`config.mk`:
```
export PLATFORM = sky130hd
export DESIGN_NAME = stopwatch_ctrl_flat
export DESIGN_NICKNAME = d
export VERILOG_FILES = /design/src/rtl/stopwatch_pkg.sv /design/src/rtl/stopwatch_ctrl_if.sv /design/src/rtl/stopwatch_ctrl_tick_gen.sv /design/src/rtl/stopwatch_ctrl.sv /design/src/flat_wrapper.sv
export SDC_FILE = /design/constraint.sdc
export NUM_CORES = 1
export LEC_CHECK = 0
export CAP_MARGIN = 30
export CORE_ASPECT_RATIO = 0.75
export CORE_MARGIN = 2
export CORE_UTILIZATION = 60
export CTS_CLUSTER_SIZE = 16
export DETAILED_ROUTE_END_ITERATION = 6
export PLACE_DENSITY = 0.76
export SKIP_CTS_REPAIR_TIMING = 1
export SLEW_MARGIN = 20
export SYNTH_ARGS = -nofsm -noshare
export SYNTH_HDL_FRONTEND = slang
export SYNTH_SLANG_ARGS = --single-unit
```
`constraint.sdc`:
```
create_clock -name clk -period 3.2 [get_ports clk]
set_input_delay 0.64 -clock clk [delete_from_list [all_inputs] [get_ports clk]]
set_output_delay 0.64 -clock clk [all_outputs]
set_load 0.02 [all_outputs]
```
`src/rtl/stopwatch_pkg.sv`:
```
// Shared definitions for the stopwatch: controller states and the MM:SS field limit.
package stopwatch_pkg;

  typedef enum logic [1:0] {
    ST_PAUSED = 2'd0,
    ST_RUN    = 2'd1,
    ST_ADJUST = 2'd2
  } state_e;

  localparam logic [5:0] MAX_FIELD = 6'd59;

  // Wrapping +1 on a 0..59 field; never produces a value above MAX_FIELD.
  function automatic logic [5:0] inc_field(input logic [5:0] v);
    return (v == MAX_FIELD) ? 6'd0 : v + 6'd1;
  endfunction

endpackage

```
`src/rtl/stopwatch_ctrl_if.sv`:
```
// Control/status bundle between the button/switch front end and the stopwatch controller.
interface stopwatch_ctrl_if;
  logic       pause_pulse;
  logic       clear_pulse;
  logic       adjust;
  logic       select;
  logic [5:0] minutes;
  logic [5:0] seconds;
  logic       running;
  logic       blink;

  // Front end / stimulus side: drives buttons and switches, observes the display inputs.
  modport master (
    output pause_pulse, clear_pulse, adjust, select,
    input  minutes, seconds, running, blink
  );

  // Controller side.
  modport slave (
    input  pause_pulse, clear_pulse, adjust, select,
    output minutes, seconds, running, blink
  );
endinterface

```
`src/rtl/stopwatch_ctrl_tick_gen.sv`:
```
// Clock-enable prescaler: counts 0..DIV-1 while enabled, pulses tick on the terminal count.
module tick_gen #(
  parameter int DIV = 2
) (
  input  logic clk,
  input  logic rst_n,
  input  logic en,
  input  logic clr,
  output logic tick
);
  localparam int W = (DIV > 1) ? $clog2(DIV) : 1;
  localparam logic [W-1:0] LAST = W'(DIV - 1);

  logic [W-1:0] cnt_q, cnt_d;

  assign tick = en && (cnt_q == LAST);

  // Next count: clear wins, otherwise advance and wrap while enabled, else hold phase.
  always_comb begin
    cnt_d = cnt_q;
    if (clr) begin
      cnt_d = '0;
    end else if (en) begin
      cnt_d = (cnt_q == LAST) ? '0 : cnt_q + 1'b1;
    end
  end

  // Counter register.
  always_ff @(posedge clk or negedge rst_n) begin
    if (!rst_n) begin
      cnt_q <= '0;
    end else begin
      cnt_q <= cnt_d;
    end
  end
endmodule

```
`src/rtl/stopwatch_ctrl.sv`:
```
// Stopwatch timekeeping controller: RUN/PAUSED/ADJUST sequencing, MM:SS registers, blink.
module stopwatch_ctrl #(
  parameter int CLK_HZ   = 100_000_000,
  parameter int TICK_HZ  = 1,
  parameter int ADJ_HZ   = 2,
  parameter int BLINK_HZ = 5
) (
  input  logic             clk,
  input  logic             rst_n,
  stopwatch_ctrl_if.slave  bus
);
  import stopwatch_pkg::*;

  state_e     state_q, state_d;
  logic [5:0] min_q, min_d;
  logic [5:0] sec_q, sec_d;
  logic       running_q, running_d;
  logic       blink_q, blink_d;
  logic       adj_entry;
  logic       run_tick, adj_tick, blink_tick;

  // Run prescaler keeps its phase across pause; restarts on clear or when adjusting begins.
  tick_gen #(.DIV(CLK_HZ / TICK_HZ)) u_run_tick (
    .clk  (clk),
    .rst_n(rst_n),
    .en   (state_q == ST_RUN),
    .clr  (bus.clear_pulse || adj_entry),
    .tick (run_tick)
  );

  // Adjust prescaler restarts on entry so the first step lands one full period later.
  tick_gen #(.DIV(CLK_HZ / ADJ_HZ)) u_adj_tick (
    .clk  (clk),
    .rst_n(rst_n),
    .en   (state_q == ST_ADJUST),
    .clr  (adj_entry),
    .tick (adj_tick)
  );

  // Blink prescaler is free-running; each tick is one half period of the square wave.
  tick_gen #(.DIV(CLK_HZ / (2 * BLINK_HZ))) u_blink_tick (
    .clk  (clk),
    .rst_n(rst_n),
    .en   (1'b1),
    .clr  (1'b0),
    .tick (blink_tick)
  );

  // Next state: adjust switch overrides the pause button; pause is ignored while adjusting.
  always_comb begin
    state_d = state_q;
    case (state_q)
      ST_PAUSED: begin
        if (bus.adjust)           state_d = ST_ADJUST;
        else if (bus.pause_pulse) state_d = ST_RUN;
      end
      ST_RUN: begin
        if (bus.adjust)           state_d = ST_ADJUST;
        else if (bus.pause_pulse) state_d = ST_PAUSED;
      end
      ST_ADJUST: begin
        if (!bus.adjust)          state_d = ST_PAUSED;
      end
      default:                    state_d = ST_PAUSED;
    endcase
    adj_entry = (state_q != ST_ADJUST) && (state_d == ST_ADJUST);
    running_d = (state_d == ST_RUN);
  end

  // Next MM:SS: clear beats any coincident tick; adjust steps one field with no carry.
  always_comb begin
    min_d   = min_q;
    sec_d   = sec_q;
    blink_d = blink_tick ? ~blink_q : blink_q;
    if (bus.clear_pulse) begin
      min_d = 6'd0;
      sec_d = 6'd0;
    end else if (state_q == ST_RUN && run_tick) begin
      sec_d = inc_field(sec_q);
      if (sec_q == MAX_FIELD) min_d = inc_field(min_q);
    end else if (state_q == ST_ADJUST && adj_tick) begin
      if (bus.select) sec_d = inc_field(sec_q);
      else            min_d = inc_field(min_q);
    end
  end

  // State, time and display registers.
  always_ff @(posedge clk or negedge rst_n) begin
    if (!rst_n) begin
      state_q   <= ST_PAUSED;
      min_q     <= 6'd0;
      sec_q     <= 6'd0;
      running_q <= 1'b0;
      blink_q   <= 1'b1;
    end else begin
      state_q   <= state_d;
      min_q     <= min_d;
      sec_q     <= sec_d;
      running_q <= running_d;
      blink_q   <= blink_d;
    end
  end

  assign bus.minutes = min_q;
  assign bus.seconds = sec_q;
  assign bus.running = running_q;
  assign bus.blink   = blink_q;
endmodule

```
`src/flat_wrapper.sv`:
```
// flat-port wrapper written by rule: the top's interface ports become plain ports
module stopwatch_ctrl_flat import stopwatch_pkg::*;
#(
  parameter int CLK_HZ   = 100_000_000,
  parameter int TICK_HZ  = 1,
  parameter int ADJ_HZ   = 2,
  parameter int BLINK_HZ = 5
)
  (clk, rst_n, bus_pause_pulse, bus_clear_pulse, bus_adjust, bus_select, bus_minutes, bus_seconds, bus_running, bus_blink);
  stopwatch_ctrl_if bus_i ();
  input  logic clk;
  input  logic rst_n;
  input wire logic [$bits(bus_i.pause_pulse)-1:0] bus_pause_pulse;
  input wire logic [$bits(bus_i.clear_pulse)-1:0] bus_clear_pulse;
  input wire logic [$bits(bus_i.adjust)-1:0] bus_adjust;
  input wire logic [$bits(bus_i.select)-1:0] bus_select;
  output wire logic [$bits(bus_i.minutes)-1:0] bus_minutes;
  output wire logic [$bits(bus_i.seconds)-1:0] bus_seconds;
  output wire logic [$bits(bus_i.running)-1:0] bus_running;
  output wire logic [$bits(bus_i.blink)-1:0] bus_blink;
  assign bus_i.pause_pulse = bus_pause_pulse;
  assign bus_i.clear_pulse = bus_clear_pulse;
  assign bus_i.adjust = bus_adjust;
  assign bus_i.select = bus_select;
  assign bus_minutes = bus_i.minutes;
  assign bus_seconds = bus_i.seconds;
  assign bus_running = bus_i.running;
  assign bus_blink = bus_i.blink;
  stopwatch_ctrl #(.CLK_HZ(CLK_HZ), .TICK_HZ(TICK_HZ), .ADJ_HZ(ADJ_HZ), .BLINK_HZ(BLINK_HZ)) u_core (.clk(clk), .rst_n(rst_n), .bus(bus_i));
endmodule
```
==> reports/results.tsv, run 1 <==
metric	value	unit
status	finished, final reports clean	
core	8346	µm²
num-nets-final	566	
cts_inserted_buffers	9	
io_pins	20	
grt_remaining_overflow	0	
antenna_cells	0	
hold_violations	0	
clk_path_buf_depth	2	
synth.top_cell.area_share	45.26	%
hp-class	in2async	
synth.most_common_cell	dfrtp_1	
die_area	9237	µm²
yosysWarnings	0	
power_density	491.3	nW/µm²
antenna_found_initial	0	
tightest_slew	0.6909	ns
crit_slowest_cell	nor4_1	
report.final.slew_viol_count	0	
finClkSkew	0.006430	ns
fp.dieH	83.74	µm
drive_gt1_share	7.871	%
initial_core_util	60.94	%
grtUsageTotal	25.80	%
max_cap_violations	0	
synth_area	5086	µm²
crit_type	reg2reg	
critPathCaptureType	flop	
fin_crit_sh	80.02	%
seq_area_frac_synth	45.78	%
multi_input_area	2589	µm²
wl	10910	µm
fin_crit	2.561	ns
cts_num_sinks	93	
syn_inst	537	
cp_cell_sequence	ha_1, nand3_1, nor4_1, nand4_1, and3_1, mux2_4	
via_per_inst	6.190	
worstPathRequired	3.43	ns
first_pass_iters	5	
synth_largest_area_cell	dfrtp_1	
synth-edff-count	0	
root_buffer	clkbuf_16	
regArea	2328	µm²
total_leakage_power	2.274	nW
synth-seq-cells	93	
path_max_fanout	8	
clock_latency	0.34	ns
wl_per_cell	16.35	µm
finalSetupViolCount	0	
clk_pin_slew	0.07	ns
port_buffers	19	
path_delay_family	simple AND/OR/NAND/NOR gates	
rows	29	
cpPeakStageDelay	0.58	ns
synth_area_leaders	dfrtp_1 (45%), xnor2_1 (6.4%), nand3_1 (4.3%)	
synthDistinctLibCells	60	
vdd_drop_max	0.3880	mV
ant_nets	0	
fill_cells	650	
area_growth	12.28	%
routabilityCongestion	0.8314	
rsz0062_at_grt	no	
grt_pass1_wl	19040	µm
synthFlopType	dfrtp_1	
fmax	390.5	MHz
die_x	110.3	µm
dp_hpwl	7501	µm
grt_max_degree	64	
num_vias	4129	
synth.avg_cell_area	9.471	µm²
crit_path_start	u_core.u_adj_tick.cnt_q[0]	
cp-start-kind	flop	
first_iter_violations	268	
reg2reg_from	u_core.u_adj_tick.cnt_q[0]	
critPathBufInv	0	
relSlewSlack	53.58	%
syn-num-nets	548	
cts_tree	yes	
async_flop_share	100.0	%
drc	0	
fin_setup_tns	0	ns
crit_arrival	2.79	ns
htree_levels	3	
total_power	2.806	mW
synth_common_cells	dfrtp_1 (92), nor2_1 (53), nand3_1 (44)	
grt_pass1_vias	3945	
-- cell families after synthesis --
kind of cell	count (synthesis)	synth area share (%)
buffers and inverters	37	3.395
AND/OR/NAND/NOR	257	28.02
adder cells (fa/ha/maj)	5	1.230
multiplexers	7	1.501
AO/OA/AOI/OAI	92	12.15
XOR/XNOR	46	7.921
flip-flops	93	45.78
-- sequential cells by signal (all words and copies together) (netlist names) --
register                   flops
u_core.bus.running             1
u_core.bus.seconds             6
u_core.u_adj_tick.cnt_q       26
u_core.u_blink_tick.cnt_q     24
u_core.state_q                 2
u_core.bus.blink               1
u_core.bus.minutes             6
u_core.u_run_tick.cnt_q       27
-- layer usage --
layer  global-route usage [%]  wire length [µm]
met5                        0                 0
met4                    7.045               115
met3                    5.933               540
met2                    37.76              4936
met1                    38.61              5315
-- cells in the final DEF, fill, tap and decap left out, types with 3 or more instances in the layout --
cell type,instances
or2_2,5
nand3_1,44
a31oi_1,18
a41oi_1,7
nand2b_1,6
nand2_1,39
buf_4,9
o21ai_0,16
dfrtp_1,92
clkbuf_16,9
nand3b_1,3
and2_1,4
xor2_1,9
mux2i_1,5
a21oi_1,19
and3_1,10
nor3_1,24
clkdlybuf4s50_1,18
bufinv_16,3
nor2_1,53
or3_1,8
nor2b_1,6
ha_1,5
inv_1,16
nor4_1,13
and4_1,8
o211ai_1,3
a21o_1,5
xnor2_1,37
a22o_1,4
nand4_1,17
-- final timing paths --
path                       depth (start not counted)                       endpoint  slack (ns)
setup / recovery                                   6          u_core.bus.minutes[0]        0.64
hold / removal                                     1    u_core.u_adj_tick.cnt_q[17]        0.23
setup reg to reg                                   6          u_core.bus.minutes[0]        0.64
hold reg to reg                                    1  u_core.u_blink_tick.cnt_q[14]        0.50
max in group asynchronous                          2               u_core.bus.blink        2.26
min in group clk                                   1  u_core.u_blink_tick.cnt_q[14]        0.50
-- cell type report --
cell class                 count  share of cell area [%]
clock buffer                  11                   4.075
clock inverter                 4                   1.709
inverter                      16                   1.052
multi-input combinational    407                   45.33
sequential                    93                   40.78
tap                          108                   2.366
timing repair buffer          28                   4.689
-- where the power goes --
| part | internal, mW | switching, mW |
|---|---|---|
| registers | 1.25 | 0.103 |
| logic | 0.105 | 0.148 |
| clock network | 0.760 | 0.445 |
| total | 2.11 | 0.695 |
-- per-stage QoR --
step	cells	worst slack, ns	util (%)	area, µm²	hold slack (ns)
finish	667	0.6392	68.43	5710	0.2259
global route	667	0.4027	68.43	5710	0.2574
CTS	667	0.6316	68.43	5710	0.2414
detailed placement	652	0.6065	64.47	5380	0.4866
global placement	652	0.7774	64.47	5380	0.4769
floorplan	537	1.094	-	5086	0.3444
(Power assumes the default switching activity.)
==> run 2: changes to the inputs <==
--- a/config.mk
+++ b/config.mk
@@ -8,10 +8,10 @@
 export CAP_MARGIN = 30
 export CORE_ASPECT_RATIO = 0.75
 export CORE_MARGIN = 2
-export CORE_UTILIZATION = 60
+export CORE_UTILIZATION = 55
 export CTS_CLUSTER_SIZE = 16
 export DETAILED_ROUTE_END_ITERATION = 6
-export PLACE_DENSITY = 0.76
+export PLACE_DENSITY = 0.73
 export SKIP_CTS_REPAIR_TIMING = 1
 export SLEW_MARGIN = 20
 export SYNTH_ARGS = -nofsm -noshare
==> constraint.sdc (replaced) <==
create_clock -name clk -period 2.1 [get_ports clk]
set_input_delay 0.42 -clock clk [delete_from_list [all_inputs] [get_ports clk]]
set_output_delay 0.42 -clock clk [all_outputs]
set_load 0.02 [all_outputs]
==> run 2 against run 1 <==
  * Combinational power grew 110%
  * Die area grew 8.7%
  * Via count grew 5.3%
  * Non-clock buffer count grew 43
  * Setup slack lost 0.58 ns
  * Design area grew 6.7%
  * Largest power group unchanged
  * Highest routed layer unchanged
==> reports/results.tsv, run 2 (synthesis results as in run 1) <==
metric	value	unit	change
fin_crit_sh	97.40	%	was 80.02%
cts_tree	yes		unchanged
clk_path_buf_depth	2		unchanged
ant_nets	0		unchanged
routabilityCongestion	0.8806		was 0.8314
crit_arrival	2.28	ns	was 2.79 ns
crit_slowest_cell	nor4_2		was nor4_1
via_per_inst	6.080		was 6.190
largest_register_ff_count	27		unchanged
fill_cells	712		was 650
cts_inserted_buffers	9		unchanged
hold_violations	0		unchanged
wl	12090	µm	was 10910 µm
worstPathRequired	2.34	ns	was 3.43 ns
total_leakage_power	2.499	nW	was 2.274 nW
grt_max_degree	36		was 64
rows	30		was 29
top_register	u_core.u_run_tick.cnt_q		unchanged
max_cap_violations	0		unchanged
relSlewSlack	66.12	%	was 53.58%
power_density	693.9	nW/µm²	was 491.3 nW/µm²
initial_core_util	56.46	%	was 60.94%
finClkSkew	0.009811	ns	was 0.006430 ns
htree_levels	3		unchanged
grt_pass1_vias	4208		was 3945
report.final.slew_viol_count	0		unchanged
core	9009	µm²	was 8346 µm²
final_area	6095	µm²	was 5710 µm²
hp-class	in2async		unchanged
drc	0		unchanged
antenna_cells	0		unchanged
num-nets-final	609		was 566
num_vias	4347		was 4129
crit_type	reg2reg		unchanged
utilization	67.65	%	was 68.43%
crit_path_start	u_core.u_run_tick.cnt_q[7]		was u_core.u_adj_tick.cnt_q[0]
placed_area	5719	µm²	was 5380 µm²
tightest_slew	0.5036	ns	was 0.6909 ns
port_buffers	19		unchanged
die_area	10040	µm²	was 9237 µm²
fmax	488.9	MHz	was 390.5 MHz
path_delay_family	simple AND/OR/NAND/NOR gates		unchanged
grt_remaining_overflow	0		unchanged
finalSetupViolCount	0		unchanged
drive_gt1_share	16.75	%	was 7.871%
clock_latency	0.35	ns	was 0.34 ns
critPathCaptureType	flop		unchanged
wl_per_cell	16.91	µm	was 16.35 µm
multi_input_area	2644	µm²	was 2589 µm²
clk_pin_slew	0.07	ns	about the same
pre_cts_ws	-0.05791	ns	was 0.6065 ns
layout_common_cells	dfrtp_1 (90), nor2_1 (53), buf_4 (49), nand3_1 (43), nand2_1 (39)		was dfrtp_1 (92), nor2_1 (53), nand3_1 (44), nand2_1 (39), xnor2_1 (37)
grtUsageTotal	26.21	%	was 25.80%
path_max_fanout	6		was 8
grt_pass1_wl	20640	µm	was 19040 µm
fin_crit	2.045	ns	was 2.561 ns
root_buffer	clkbuf_16		unchanged
vdd_drop_max	0.5137	mV	was 0.3880 mV
fp.dieH	87.28	µm	was 83.74 µm
cp-start-kind	flop		unchanged
fin_setup_tns	0	ns	unchanged
cpPeakStageDelay	0.49	ns	was 0.58 ns
regArea	2331	µm²	was 2328 µm²
final_common_cell	dfrtp_1		unchanged
die_x	115.0	µm	was 110.3 µm
area_growth	19.83	%	was 12.28%
rsz0062_at_grt	yes		was no
first_pass_iters	5		unchanged
cts_num_sinks	93		unchanged
first_iter_violations	458		was 268
critPathBufInv	0		unchanged
cp_cell_sequence	nand4_1, nor4_2, nand4_4, and2_4, a311o_1		was ha_1, nand3_1, nor4_1, nand4_1, and3_1, mux2_4
status	finished, final reports clean		unchanged
io_pins	20		unchanged
reg2reg_from	u_core.u_run_tick.cnt_q[7]		was u_core.u_adj_tick.cnt_q[0]
total_power	4.229	mW	was 2.806 mW
dp_hpwl	8593	µm	was 7501 µm
setup_ws	0.05462	ns	was 0.6392 ns
antenna_found_initial	0		unchanged
reg_top3	u_core.u_run_tick.cnt_q: 27 flops, u_core.u_adj_tick.cnt_q: 26 flops, u_core.u_blink_tick.cnt_q: 24 flops		unchanged
-- run 2: final timing paths --
path                       slack, ns                            to  cells past startpoint
setup reg to reg                0.05         u_core.bus.minutes[5]                      5
hold / removal                  0.03    u_core.u_run_tick.cnt_q[0]                      1
hold reg to reg                 0.48  u_core.u_blink_tick.cnt_q[4]                      1
min in group clk                0.48  u_core.u_blink_tick.cnt_q[4]                      1
setup / recovery                0.05         u_core.bus.minutes[5]                      5
max in group asynchronous       1.45              u_core.bus.blink                      2
-- run 2: cell type report --
class	instances	area share, %
Tap cell	112	2.299
Clock inverter	6	1.150
Sequential cell	93	38.25
Timing Repair Buffer	71	10.02
Multi-Input combinational cell	407	43.38
Inverter	16	0.9854
Clock buffer	10	3.921
-- run 2: layer usage --
layer	share of wire [%]	global-route usage (%)	vias up
li1	-	-	2079
met1	49	39.20	2099
met2	44	38.02	152
met3	6.2	5.498	17
met4	1.4	8.543	0
met5	0	0	-
-- run 2: report_power, final --
part	internal, mW	leakage (nW)	switching (mW)	total [mW]
Clock	0.963	0.153	0.708	1.67
Combinational	0.237	1.09	0.292	0.528
Sequential	1.90	1.26	0.131	2.03
Total	3.10	2.50	1.13	4.23
-- run 2: stage by stage --
step / instances / hold WS, ns
final: 715 / 0.02901
after floorplan: 537 / 0.1244
after CTS: 714 / 0.04381
after global placement: 698 / 0.4084
after global routing: 715 / 0.06181
after detailed placement: 698 / 0.4132
==> run 3: changes to the inputs <==
--- a/config.mk
+++ b/config.mk
@@ -11,7 +11,7 @@
 export CORE_UTILIZATION = 55
 export CTS_CLUSTER_SIZE = 16
 export DETAILED_ROUTE_END_ITERATION = 6
-export PLACE_DENSITY = 0.73
+export PLACE_DENSITY = 0.78
 export SKIP_CTS_REPAIR_TIMING = 1
 export SLEW_MARGIN = 20
 export SYNTH_ARGS = -nofsm -noshare
==> run 3 against run 2 <==
  * The run now ends with design-rule violations, negative setup slack left
  * Largest power group unchanged
  * Setup slack lost 0.055 ns
  * Critical path type unchanged
  * Largest cell class unchanged
  * Register-to-register slack worse by 0.06 ns
  * Sequential share of layout area down 0.88 points
  * Highest routed layer unchanged
  * Global-route usage down 0.44 points
  * Clock power grew 3%
  * Non-clock buffer count increased by 6
  * Clock-buffer cell count grew 2
  * Core utilization up 1.5 points
  * Via count increased by 2.7%
  * Die area unchanged
  * Wire length rose by 1.8%
  * Combinational power rose by 4.9%
==> reports/results.tsv, run 3 (synthesis results as in run 1) <==
metric	value	unit	change
status	finished with violations		was finished, final reports clean
violations	design-rule violations, negative setup slack		
antenna_found_initial	0		unchanged
cts_num_sinks	93		unchanged
worstPathRequired	2.33	ns	was 2.34 ns
core	9009	µm²	unchanged
io_pins	20		unchanged
layout_common_cells	dfrtp_1 (92), buf_4 (54), nor2_1 (53), nand3_1 (43), nand2_1 (39)		was dfrtp_1 (90), nor2_1 (53), buf_4 (49), nand3_1 (43), nand2_1 (39)
fin_cells	721		was 715
hold_violations	0		unchanged
hp-class	reg2reg		was in2async
top_register	u_core.u_run_tick.cnt_q		unchanged
finClkSkew	0.006841	ns	was 0.009811 ns
clk_pin_slew	0.07	ns	about the same
path_max_fanout	6		unchanged
grt_pass1_wl	20500	µm	was 20640 µm
first_pass_iters	7		was 5
rows	30		unchanged
reg_top3	u_core.u_run_tick.cnt_q: 27 flops, u_core.u_adj_tick.cnt_q: 26 flops, u_core.u_blink_tick.cnt_q: 24 flops		unchanged
grt_remaining_overflow	0		unchanged
total_power	4.297	mW	was 4.229 mW
fmax	476.0	MHz	was 488.9 MHz
place_inst	699		was 698
finalSetupViolCount	1		was 0
drc	1		was 0
port_buffers	19		unchanged
clk_path_buf_depth	2		unchanged
num-nets-final	615		was 609
r2r-end	u_core.bus.minutes[5]		unchanged
tightest_slew	0.6151	ns	was 0.5036 ns
crit_type	reg2reg		unchanged
setup_ws	-0.0006544	ns	was 0.05462 ns
r2r_cells	5		unchanged
cts_inserted_buffers	9		unchanged
max_cap_violations	0		unchanged
antenna_cells	0		unchanged
crit_path_start	u_core.u_run_tick.cnt_q[9]		was u_core.u_run_tick.cnt_q[7]
largest_register_ff_count	27		unchanged
vdd_drop_max	0.4641	mV	was 0.5137 mV
wl_per_cell	17.07	µm	was 16.91 µm
power_density	689.5	nW/µm²	was 693.9 nW/µm²
placed_area	5752	µm²	was 5719 µm²
fp.dieH	87.28	µm	unchanged
ant_nets	0		unchanged
grt_pass1_vias	4133		was 4208
area_growth	22.53	%	was 19.83%
dp_hpwl	8314	µm	was 8593 µm
num_vias	4464		was 4347
first_iter_violations	373		was 458
report.final.slew_viol_count	0		unchanged
drive_gt1_share	18.06	%	was 16.75%
cts_tree	yes		unchanged
final_common_cell	dfrtp_1		unchanged
htree_levels	3		unchanged
ff2ff_setup_slack	-0.0007	ns	was 0.05 ns
cp-start-kind	flop		unchanged
initial_core_util	56.46	%	unchanged
relSlewSlack	58.61	%	was 66.12%
die_x	115.0	µm	unchanged
crit_arrival	2.33	ns	was 2.28 ns
utilization	69.18	%	was 67.65%
total_leakage_power	2.562	nW	was 2.499 nW
critPathCapture	u_core.bus.minutes[5]		unchanged
fin_setup_tns	-0.0006544	ns	was 0 ns
final_area	6232	µm²	was 6095 µm²
routabilityCongestion	0.9418		was 0.8806
via_per_inst	6.191		was 6.080
reg2reg_from	u_core.u_run_tick.cnt_q[9]		was u_core.u_run_tick.cnt_q[7]
rsz0062_at_grt	yes		unchanged
critPathCaptureType	flop		unchanged
root_buffer	clkbuf_16		unchanged
wl	12310	µm	was 12090 µm
grtUsageTotal	25.77	%	was 26.21%
clock_latency	0.34	ns	was 0.35 ns
fin_crit_sh	100.0	%	was 97.40%
die_area	10040	µm²	unchanged
fin_crit	2.101	ns	was 2.045 ns
grt_max_degree	51		was 36
run 3: changes by cell type in the layout (fill, tap and decap cells not counted), sizes merged:
cell / delta
inv: -1
dlygate4sd3: +1
clkinv: -2
clkbuf: +2
buf: +5
clkinvlp: +1
run 3: worst max-delay path, cell delays in order (launching register included):
cell and delay [ns]:
dfrtp_1 0.41, or4_4 0.55, nor4_4 0.31, nand4_4 0.18, and2_4 0.19, a311o_1 0.34
run 3: worst min-delay path by stage:
stage                     cells after the start                          from  slack (ns)                      endpoint
after floorplan                               0                         rst_n        0.12         u_core.bus.minutes[0]
after global placement                        1                         rst_n        0.35    u_core.u_adj_tick.cnt_q[8]
after detailed placement                      1                         rst_n        0.35    u_core.u_adj_tick.cnt_q[8]
after CTS                                     1                         rst_n       -0.01    u_core.u_adj_tick.cnt_q[8]
after global routing                          1  u_core.u_blink_tick.cnt_q[4]        0.51  u_core.u_blink_tick.cnt_q[4]
final                                         1  u_core.u_blink_tick.cnt_q[4]        0.49  u_core.u_blink_tick.cnt_q[4]
run 3: cell type report:
cell class	count	area [µm²]
clock inverter	4	55.05
clock buffer	12	266.5
fill	667	2776
tap	112	140.1
timing repair buffer	77	675.6
multi-input combinational	407	2706
sequential	93	2328
inverter	16	60.06
run 3: routing by layer:
layer	wire length (µm)	global-route usage [%]	part of all wire [%]	up-vias
met4	225	8.105	1.8	0
met2	5611	38.34	46	187
met5	0	0	0	-
met3	787	5.428	6.4	28
li1	-	-	-	2097
met1	5687	37.79	46	2152
run 3: power by group:
group | total [mW] | leakage [nW] | internal [mW] | switching (mW)
Sequential | 2.02 | 1.26 | 1.90 | 0.126
Combinational | 0.554 | 1.14 | 0.253 | 0.301
Clock | 1.72 | 0.155 | 1.02 | 0.696
run 3: per-stage QoR:
step	worst slack [ns]	hold slack (ns)
2_1_floorplan	0.002489	0.1244
3_3_place_gp	0.06610	0.3502
3_5_place_dp	0.007473	0.3520
5_1_grt	-0.06816	0.5102
6_report	-0.0006544	0.4927
4_1_cts	-0.04311	-0.01287
